--- config.mk ---
export PLATFORM = sky130hd
export DESIGN_NAME = uart_frame_ctrl
export DESIGN_NICKNAME = d
export VERILOG_FILES = /design/src/rtl/uart_frame_pkg.sv /design/src/rtl/uart_frame_timer.sv /design/src/rtl/uart_frame_ctrl.sv
export SDC_FILE = /design/constraint.sdc
export NUM_CORES = 1
export LEC_CHECK = 0
export CAP_MARGIN = 0
export CORE_MARGIN = 4
export CORE_UTILIZATION = 40
export DETAILED_ROUTE_END_ITERATION = 6
export GPL_TIMING_DRIVEN = 0
export PLACE_DENSITY = 0.64
export SLEW_MARGIN = 20
export SYNTH_ARGS = -nofsm -noshare
export SYNTH_HDL_FRONTEND = slang
export SYNTH_SLANG_ARGS = --single-unit
--- constraint.sdc ---
create_clock -name clk -period 1.9 [get_ports clk]
set_input_delay 0.19 -clock clk [delete_from_list [all_inputs] [get_ports clk]]
set_output_delay 0.19 -clock clk [all_outputs]
set_load 0.03 [all_outputs]
--- src/rtl/uart_frame_pkg.sv ---
// Shared definitions for the UART frame controller: FSM state encodings,
// abort-cause codes, the default sync marker and the checksum helper.
package uart_frame_pkg;

    typedef enum logic [2:0] {
        ST_HUNT    = 3'd0,
        ST_CMD     = 3'd1,
        ST_LEN     = 3'd2,
        ST_PAYLOAD = 3'd3,
        ST_CHK     = 3'd4
    } frame_state_t;

    localparam logic [1:0] ERR_NONE    = 2'b00;
    localparam logic [1:0] ERR_LEN     = 2'b01;
    localparam logic [1:0] ERR_CHK     = 2'b10;
    localparam logic [1:0] ERR_TIMEOUT = 2'b11;

    localparam logic [7:0] SYNC_BYTE_DEFAULT = 8'hA5;

    // Modulo-256 running checksum step.
    function automatic logic [7:0] chk_add(input logic [7:0] sum, input logic [7:0] data);
        return sum + data;
    endfunction

endpackage

--- src/rtl/uart_frame_timer.sv ---
// Inter-byte idle counter; saturates at TIMEOUT_CYCLES-1 and flags expiry there.
module uart_frame_timer #(
    parameter int TIMEOUT_CYCLES = 50000
) (
    input  logic clk,
    input  logic reset,
    input  logic clear,
    input  logic run,
    output logic expired
);

    localparam int CW = (TIMEOUT_CYCLES > 1) ? $clog2(TIMEOUT_CYCLES) : 1;
    localparam logic [CW-1:0] LAST = CW'(TIMEOUT_CYCLES - 1);

    logic [CW-1:0] cnt_r;

    // Idle cycle counter; holds at LAST so it can never wrap.
    always_ff @(posedge clk) begin
        if (reset) begin
            cnt_r <= {CW{1'b0}};
        end else if (clear) begin
            cnt_r <= {CW{1'b0}};
        end else if (run && (cnt_r != LAST)) begin
            cnt_r <= cnt_r + CW'(1);
        end else begin
            cnt_r <= cnt_r;
        end
    end

    assign expired = run && (cnt_r == LAST);

endmodule

--- src/rtl/uart_frame_ctrl.sv ---
// Byte-stream frame parser: SYNC, CMD, LEN, payload, CHK. Streams payload
// bytes out as writes and reports good/aborted frames with one-cycle pulses.
module uart_frame_ctrl
    import uart_frame_pkg::*;
#(
    parameter logic [7:0] SYNC_BYTE      = SYNC_BYTE_DEFAULT,
    parameter int         MAX_LEN        = 15,
    parameter int         TIMEOUT_CYCLES = 50000
) (
    input  logic       clk,
    input  logic       reset,
    input  logic       byte_valid,
    input  logic [7:0] byte_data,
    output logic       pay_we,
    output logic [3:0] pay_addr,
    output logic [7:0] pay_data,
    output logic [7:0] frame_cmd,
    output logic [3:0] frame_len,
    output logic       frame_done,
    output logic       frame_err,
    output logic [1:0] err_code,
    output logic       busy
);

    localparam logic [7:0] MAX_LEN_B = 8'(MAX_LEN);

    frame_state_t state_r, state_s;
    logic [7:0]   sum_r, sum_s;
    logic [3:0]   idx_r, idx_s;
    logic [7:0]   frame_cmd_r, cmd_s;
    logic [3:0]   frame_len_r, len_s;
    logic         pay_we_r, pay_we_s;
    logic [3:0]   pay_addr_r, pay_addr_s;
    logic [7:0]   pay_data_r, pay_data_s;
    logic         frame_done_r, done_s;
    logic         frame_err_r, err_s;
    logic [1:0]   err_code_r, code_s;
    logic         busy_r;
    logic         expired_s;
    logic         timer_clear_s;
    logic         timer_run_s;

    // The counter restarts on every byte and is held clear while hunting.
    assign timer_clear_s = byte_valid || (state_r == ST_HUNT);
    assign timer_run_s   = (state_r != ST_HUNT);

    uart_frame_timer #(
        .TIMEOUT_CYCLES(TIMEOUT_CYCLES)
    ) u_timer (
        .clk    (clk),
        .reset  (reset),
        .clear  (timer_clear_s),
        .run    (timer_run_s),
        .expired(expired_s)
    );

    // Next-state and next-output decode; a byte arriving at expiry beats the timeout.
    always_comb begin
        state_s    = state_r;
        sum_s      = sum_r;
        idx_s      = idx_r;
        cmd_s      = frame_cmd_r;
        len_s      = frame_len_r;
        pay_we_s   = 1'b0;
        pay_addr_s = pay_addr_r;
        pay_data_s = pay_data_r;
        done_s     = 1'b0;
        err_s      = 1'b0;
        code_s     = err_code_r;
        if (byte_valid) begin
            case (state_r)
                ST_HUNT: begin
                    if (byte_data == SYNC_BYTE) begin
                        state_s = ST_CMD;
                    end else begin
                        state_s = ST_HUNT;
                    end
                end
                ST_CMD: begin
                    cmd_s   = byte_data;
                    sum_s   = byte_data;
                    state_s = ST_LEN;
                end
                ST_LEN: begin
                    if (byte_data > MAX_LEN_B) begin
                        err_s   = 1'b1;
                        code_s  = ERR_LEN;
                        state_s = ST_HUNT;
                    end else begin
                        len_s = byte_data[3:0];
                        sum_s = chk_add(sum_r, byte_data);
                        idx_s = 4'd0;
                        if (byte_data == 8'd0) begin
                            state_s = ST_CHK;
                        end else begin
                            state_s = ST_PAYLOAD;
                        end
                    end
                end
                ST_PAYLOAD: begin
                    pay_we_s   = 1'b1;
                    pay_addr_s = idx_r;
                    pay_data_s = byte_data;
                    sum_s      = chk_add(sum_r, byte_data);
                    idx_s      = idx_r + 4'd1;
                    if (idx_r == (frame_len_r - 4'd1)) begin
                        state_s = ST_CHK;
                    end else begin
                        state_s = ST_PAYLOAD;
                    end
                end
                ST_CHK: begin
                    if (byte_data == sum_r) begin
                        done_s = 1'b1;
                    end else begin
                        err_s  = 1'b1;
                        code_s = ERR_CHK;
                    end
                    state_s = ST_HUNT;
                end
                default: begin
                    state_s = ST_HUNT;
                end
            endcase
        end else if (expired_s) begin
            err_s   = 1'b1;
            code_s  = ERR_TIMEOUT;
            state_s = ST_HUNT;
        end else begin
            state_s = state_r;
        end
    end

    // State, datapath and output registers.
    always_ff @(posedge clk) begin
        if (reset) begin
            state_r      <= ST_HUNT;
            sum_r        <= 8'd0;
            idx_r        <= 4'd0;
            frame_cmd_r  <= 8'd0;
            frame_len_r  <= 4'd0;
            pay_we_r     <= 1'b0;
            pay_addr_r   <= 4'd0;
            pay_data_r   <= 8'd0;
            frame_done_r <= 1'b0;
            frame_err_r  <= 1'b0;
            err_code_r   <= ERR_NONE;
            busy_r       <= 1'b0;
        end else begin
            state_r      <= state_s;
            sum_r        <= sum_s;
            idx_r        <= idx_s;
            frame_cmd_r  <= cmd_s;
            frame_len_r  <= len_s;
            pay_we_r     <= pay_we_s;
            pay_addr_r   <= pay_addr_s;
            pay_data_r   <= pay_data_s;
            frame_done_r <= done_s;
            frame_err_r  <= err_s;
            err_code_r   <= code_s;
            busy_r       <= (state_s != ST_HUNT);
        end
    end

    assign pay_we     = pay_we_r;
    assign pay_addr   = pay_addr_r;
    assign pay_data   = pay_data_r;
    assign frame_cmd  = frame_cmd_r;
    assign frame_len  = frame_len_r;
    assign frame_done = frame_done_r;
    assign frame_err  = frame_err_r;
    assign err_code   = err_code_r;
    assign busy       = busy_r;

endmodule
==> impl_metrics.prom <==
# TYPE chip_impl_metric gauge
chip_impl_metric{name="fp.dieW",unit="um"} 95.1
chip_impl_metric{name="synth_area",unit="um^2"} 3030
chip_impl_info{name="globalRoute.busiestLayer",value="met2"} 1
chip_impl_metric{name="power.density_cell_area",unit="nW/um^2"} 639
chip_impl_info{name="clock_tree_from_tritoncts",value="built"} 1
chip_impl_metric{name="mapped_nets",unit=""} 390
chip_impl_metric{name="area_of_the_die",unit="um^2"} 9040
chip_impl_metric{name="grt_antenna_before_repair",unit=""} 0
chip_impl_metric{name="worst_path_required",unit="ns"} 2.10
chip_impl_metric{name="portion_of_total_power_attributed_to_combinational_logic",unit=""} 0.048
chip_impl_metric{name="wl",unit="um"} 7790
chip_impl_metric{name="worst_slack",unit="ns"} -0.0515
chip_impl_info{name="failed_checks",value="negative setup slack"} 1
chip_impl_metric{name="nFillCells",unit=""} 709
chip_impl_metric{name="synth-compound-area-share",unit=""} 0.137
chip_impl_metric{name="core_area",unit="um^2"} 7290
chip_impl_metric{name="floorplan.die.height",unit="um"} 95.1
chip_impl_metric{name="total_routing_usage_reported_by_global_routing",unit=""} 0.177
chip_impl_metric{name="clk_transition_reported_paths",unit="ns"} 0.07
chip_impl_metric{name="clock_tree.htree_level_count",unit=""} 3
chip_impl_metric{name="relative_contribution_of_sequential_cells_to_total_power",unit=""} 0.504
chip_impl_metric{name="p_sw",unit="uW"} 581
chip_impl_metric{name="yosys.area_share.xor_xnor",unit=""} 0.0607
chip_impl_info{name="largest_family_of_logic_cells_by_synthesized_area",value="simple AND/OR/NAND/NOR gates"} 1
chip_impl_info{name="post_synth_main_area_contributors",value="sky130_fd_sc_hd__dfxtp_1 40%, sky130_fd_sc_hd__nand2_1 7.9%, sky130_fd_sc_hd__a21oi_1 6.6%, sky130_fd_sc_hd__nor2_1 5.0%, sky130_fd_sc_hd__ha_1 4.1%"} 1
chip_impl_metric{name="post-route-min-period",unit="ns"} 1.95
chip_impl_info{name="postSynth.topFlopCell",value="sky130_fd_sc_hd__dfxtp_1"} 1
chip_impl_metric{name="timing.final.hold_violations",unit=""} 0
chip_impl_info{name="netlist_top_cells_count",value="64 x sky130_fd_sc_hd__nand2_1, 61 x sky130_fd_sc_hd__dfxtp_1, 40 x sky130_fd_sc_hd__a21oi_1, 40 x sky130_fd_sc_hd__nor2_1"} 1
chip_impl_metric{name="synth_cells",unit=""} 368
chip_impl_metric{name="average_cell_area_after_synthesis",unit="um^2"} 8.24
chip_impl_info{name="status",value="finished, violations left"} 1
chip_impl_metric{name="maxCapViolCount",unit=""} 0
chip_impl_metric{name="routabilityCongestion",unit=""} 0.821
chip_impl_metric{name="critical_path_peak_fanout",unit=""} 2
chip_impl_info{name="timing.critical_path.mode_cell",value="sky130_fd_sc_hd__o21ai_2"} 1
chip_impl_metric{name="cts_num_sinks",unit=""} 61
chip_impl_metric{name="vias_in_the_first_global_route",unit=""} 2653
chip_impl_metric{name="fin_skew",unit="ns"} 0.00976
chip_impl_metric{name="synth_sequential_area_ratio",unit=""} 0.403
chip_impl_metric{name="start_util",unit=""} 0.416
chip_impl_metric{name="cell_internal_pwr",unit="uW"} 1960
chip_impl_metric{name="hpwl_dp",unit="um"} 5310
chip_impl_metric{name="grt_first_pass_wirelength",unit="um"} 12500
chip_impl_metric{name="grt_start_max_net_pins",unit=""} 11
chip_impl_metric{name="cp_slowest_stage_delay",unit="ns"} 0.39
chip_impl_info{name="worst_setup_path_start_kind",value="register"} 1
chip_impl_metric{name="power.switching_fraction",unit=""} 0.229
chip_impl_info{name="path_cells",value="ha_4 -> inv_2 -> fa_2 -> nor2b_2 -> o21a_1 -> o21ai_2 -> mux2_4 -> o21ai_2 -> a311oi_2"} 1
chip_impl_metric{name="cp_data_arrival_time",unit="ns"} 2.15
chip_impl_metric{name="detailedPlace.worstSlack",unit="ns"} -0.768
chip_impl_metric{name="ios",unit=""} 41
chip_impl_info{name="timing.critical_path.to_type",value="register"} 1
chip_impl_metric{name="detail_route.iter0.violations",unit=""} 142
chip_impl_metric{name="clk_path_buf_depth",unit=""} 2
chip_impl_metric{name="power.leakage",unit="uW"} 0.00135
chip_impl_metric{name="placement_rows",unit=""} 31
chip_impl_metric{name="gr_util_met2",unit=""} 0.300
chip_impl_metric{name="clk_latency",unit="ns"} 0.34
chip_impl_metric{name="number_of_enable_type_register_cells_in_the_synthesized_netlist",unit=""} 0
chip_impl_metric{name="wl_per_cell",unit="um"} 14.6
chip_impl_info{name="hold_class",value="input pin to register"} 1
chip_impl_metric{name="detailed_place.area",unit="um^2"} 3540
chip_impl_info{name="timing.setup.critical_path_class",value="register to register"} 1
chip_impl_metric{name="routed-via-count",unit=""} 2824
chip_impl_info{name="synthDominantAreaCellType",value="sky130_fd_sc_hd__dfxtp_1"} 1
chip_impl_metric{name="finalNetCount",unit=""} 451
chip_impl_metric{name="stdcell_area",unit="um^2"} 3980
chip_impl_metric{name="drc_violation_count_after_routing",unit=""} 0
chip_impl_metric{name="vdd_drop_max",unit="uV"} 470
chip_impl_metric{name="n_antenna_cell",unit=""} 0
chip_impl_metric{name="synth_mux_area_frac",unit=""} 0.0206
chip_impl_metric{name="yosys.area_share.simple",unit=""} 0.286
chip_impl_metric{name="clock_power_share",unit=""} 0.449
chip_impl_metric{name="vias_per_std_cell",unit=""} 5.30
chip_impl_metric{name="yosys_register_bits",unit=""} 61
chip_impl_metric{name="synth_top_area_frac",unit=""} 0.403
chip_impl_info{name="unrepaired_setup_endpoints_after_global_routing",value="yes"} 1
chip_impl_metric{name="total_gr_overflow",unit=""} 0
chip_impl_metric{name="synth.distinct_cells",unit=""} 54
chip_impl_metric{name="final_layout_size_suffix_gt1_frac",unit=""} 0.191
chip_impl_metric{name="drt.antenna.violating_nets",unit=""} 0
chip_impl_metric{name="timing_max_transition_violations_final",unit=""} 0
chip_impl_metric{name="fmaxAchievable",unit="GHz"} 0.512
chip_impl_metric{name="global_route.usage.met1",unit=""} 0.216
chip_impl_metric{name="numCtsBuffers",unit=""} 9
chip_impl_metric{name="synthArstFlopShare",unit=""} 0
chip_impl_metric{name="area_growth_syn_to_layout",unit="%"} 31.1
chip_impl_metric{name="use_met3",unit=""} 0.0497
chip_impl_metric{name="drt-pass1-iter-count",unit=""} 4
chip_impl_metric{name="final.period_utilization",unit=""} 1.03
chip_impl_info{name="cts.root.buffer_cell",value="sky130_fd_sc_hd__clkbuf_8"} 1
chip_impl_metric{name="synth_warnings",unit=""} 0
chip_impl_info{name="yosysMostFrequentCell",value="sky130_fd_sc_hd__nand2_1"} 1
chip_impl_info{name="cpMaxStageDelayCell",value="sky130_fd_sc_hd__fa_2"} 1
chip_impl_metric{name="slew_headroom",unit=""} 0.549
chip_impl_metric{name="port-buffer-count",unit=""} 38
chip_impl_metric{name="final_setup_fails",unit=""} 2
chip_impl_metric{name="post_synth_fa_ha_maj_area_fraction",unit=""} 0.0479
chip_impl_metric{name="worst_pin_slew",unit="ns"} 0.671
==> cell usage in the layout (no fill, tap or decap), types with 8 or more instances in the layout <==
cell type / count
sky130_fd_sc_hd__nor2_1: 40
sky130_fd_sc_hd__xor2_1: 9
sky130_fd_sc_hd__a21oi_1: 37
sky130_fd_sc_hd__clkbuf_8: 11
sky130_fd_sc_hd__xnor2_1: 12
sky130_fd_sc_hd__buf_4: 15
sky130_fd_sc_hd__clkdlybuf4s50_1: 31
sky130_fd_sc_hd__nand2_1: 64
sky130_fd_sc_hd__inv_1: 9
sky130_fd_sc_hd__nand3_1: 8
sky130_fd_sc_hd__dfxtp_1: 55
sky130_fd_sc_hd__nor3_1: 9
sky130_fd_sc_hd__clkbuf_1: 8
==> state kept, by name, indices dropped and copies added, names as in the netlist, 2 cells and up <==
signal,count
pay_data,8
frame_cmd,8
err_code,2
sum_r,8
u_timer.cnt_r,16
frame_len,4
state_r,3
pay_addr,4
idx_r,4
==> what timing repair did <==
action	CTS	global route
resized for setup	25	20
setup endpoints to repair	15	23
hold buffers	0	0
pin swaps	7	14
endpoints found under the hold margin	0	0
setup buffers	7	6
==> area by class of cell <==
class	instances	area, um^2	area share
Buffer	18	109	0.0274
Clock buffer	12	145	0.0365
Clock inverter	4	47.5	0.0120
Inverter	10	37.5	0.00944
Multi-Input combinational cell	279	1820	0.458
Sequential cell	61	1230	0.309
Tap cell	99	124	0.0312
Timing Repair Buffer	50	463	0.116
==> path summary, 6_finish.rpt <==
| path | from | endpoint | slack (ns) | cells after the start |
|---|---|---|---|---|
| max | sum_r[0] | sum_r[6] | -0.05 | 9 |
| min | byte_data[7] | frame_cmd[7] | 0.25 | 3 |
| max reg2reg | sum_r[0] | sum_r[6] | -0.05 | 9 |
| min reg2reg | pay_data[2] | pay_data[2] | 0.45 | 2 |
==> logic make-up (layout without fill, tap and decap cells) <==
logic type,after synthesis,after routing
buffers and inverters,28,94
muxes,6,6
AOI/OAI and AO/OA,70,70
xor gates and xnor gates,21,21
and+or+nand+nor,171,171
adders and majority gates,11,11
DFF,61,61
==> metal layers <==
metal,routed length [um],vias to the layer above
met5,0,-
met4,80,0
met3,366,10
met2,3920,59
met1,3410,1360
li1,-,1395
==> power by group through the flow <==
| stage | registers, uW | logic [uW] | clock network (uW) |
|---|---|---|---|
| after floorplan | 1310 | 53.9 | 0 |
| after global placement | 1310 | 109 | 0 |
| after detailed placement | 1310 | 110 | 0 |
| after CTS | 1280 | 113 | 1160 |
| after global routing | 1280 | 130 | 1220 |
| final | 1280 | 121 | 1140 |
==> metrics by stage <==
step	setup TNS, ns	std cells	total power, uW	hold WS (ns)	utilization
after global routing	-0.345	533	2630	0.230	0.545
after floorplan	-0.00259	368	1360	0.326	-
after global placement	-7.64	505	1420	0.443	0.485
final	-0.0669	533	2540	0.246	0.545
after detailed placement	-8.30	505	1420	0.446	0.485
after CTS	0	528	2550	0.224	0.530
==> worst max-delay path, delay by kind of cell, from the launching register on <==
family                   cells  cell delay [ns]
AO/OA/AOI/OAI                4             0.45
adder cells (fa/ha/maj)      2             0.53
buffers and inverters        1             0.04
flip-flops                   1             0.35
multiplexers                 1             0.31
AND/OR/NAND/NOR              1             0.13
Power figures use the tool's default switching activity.
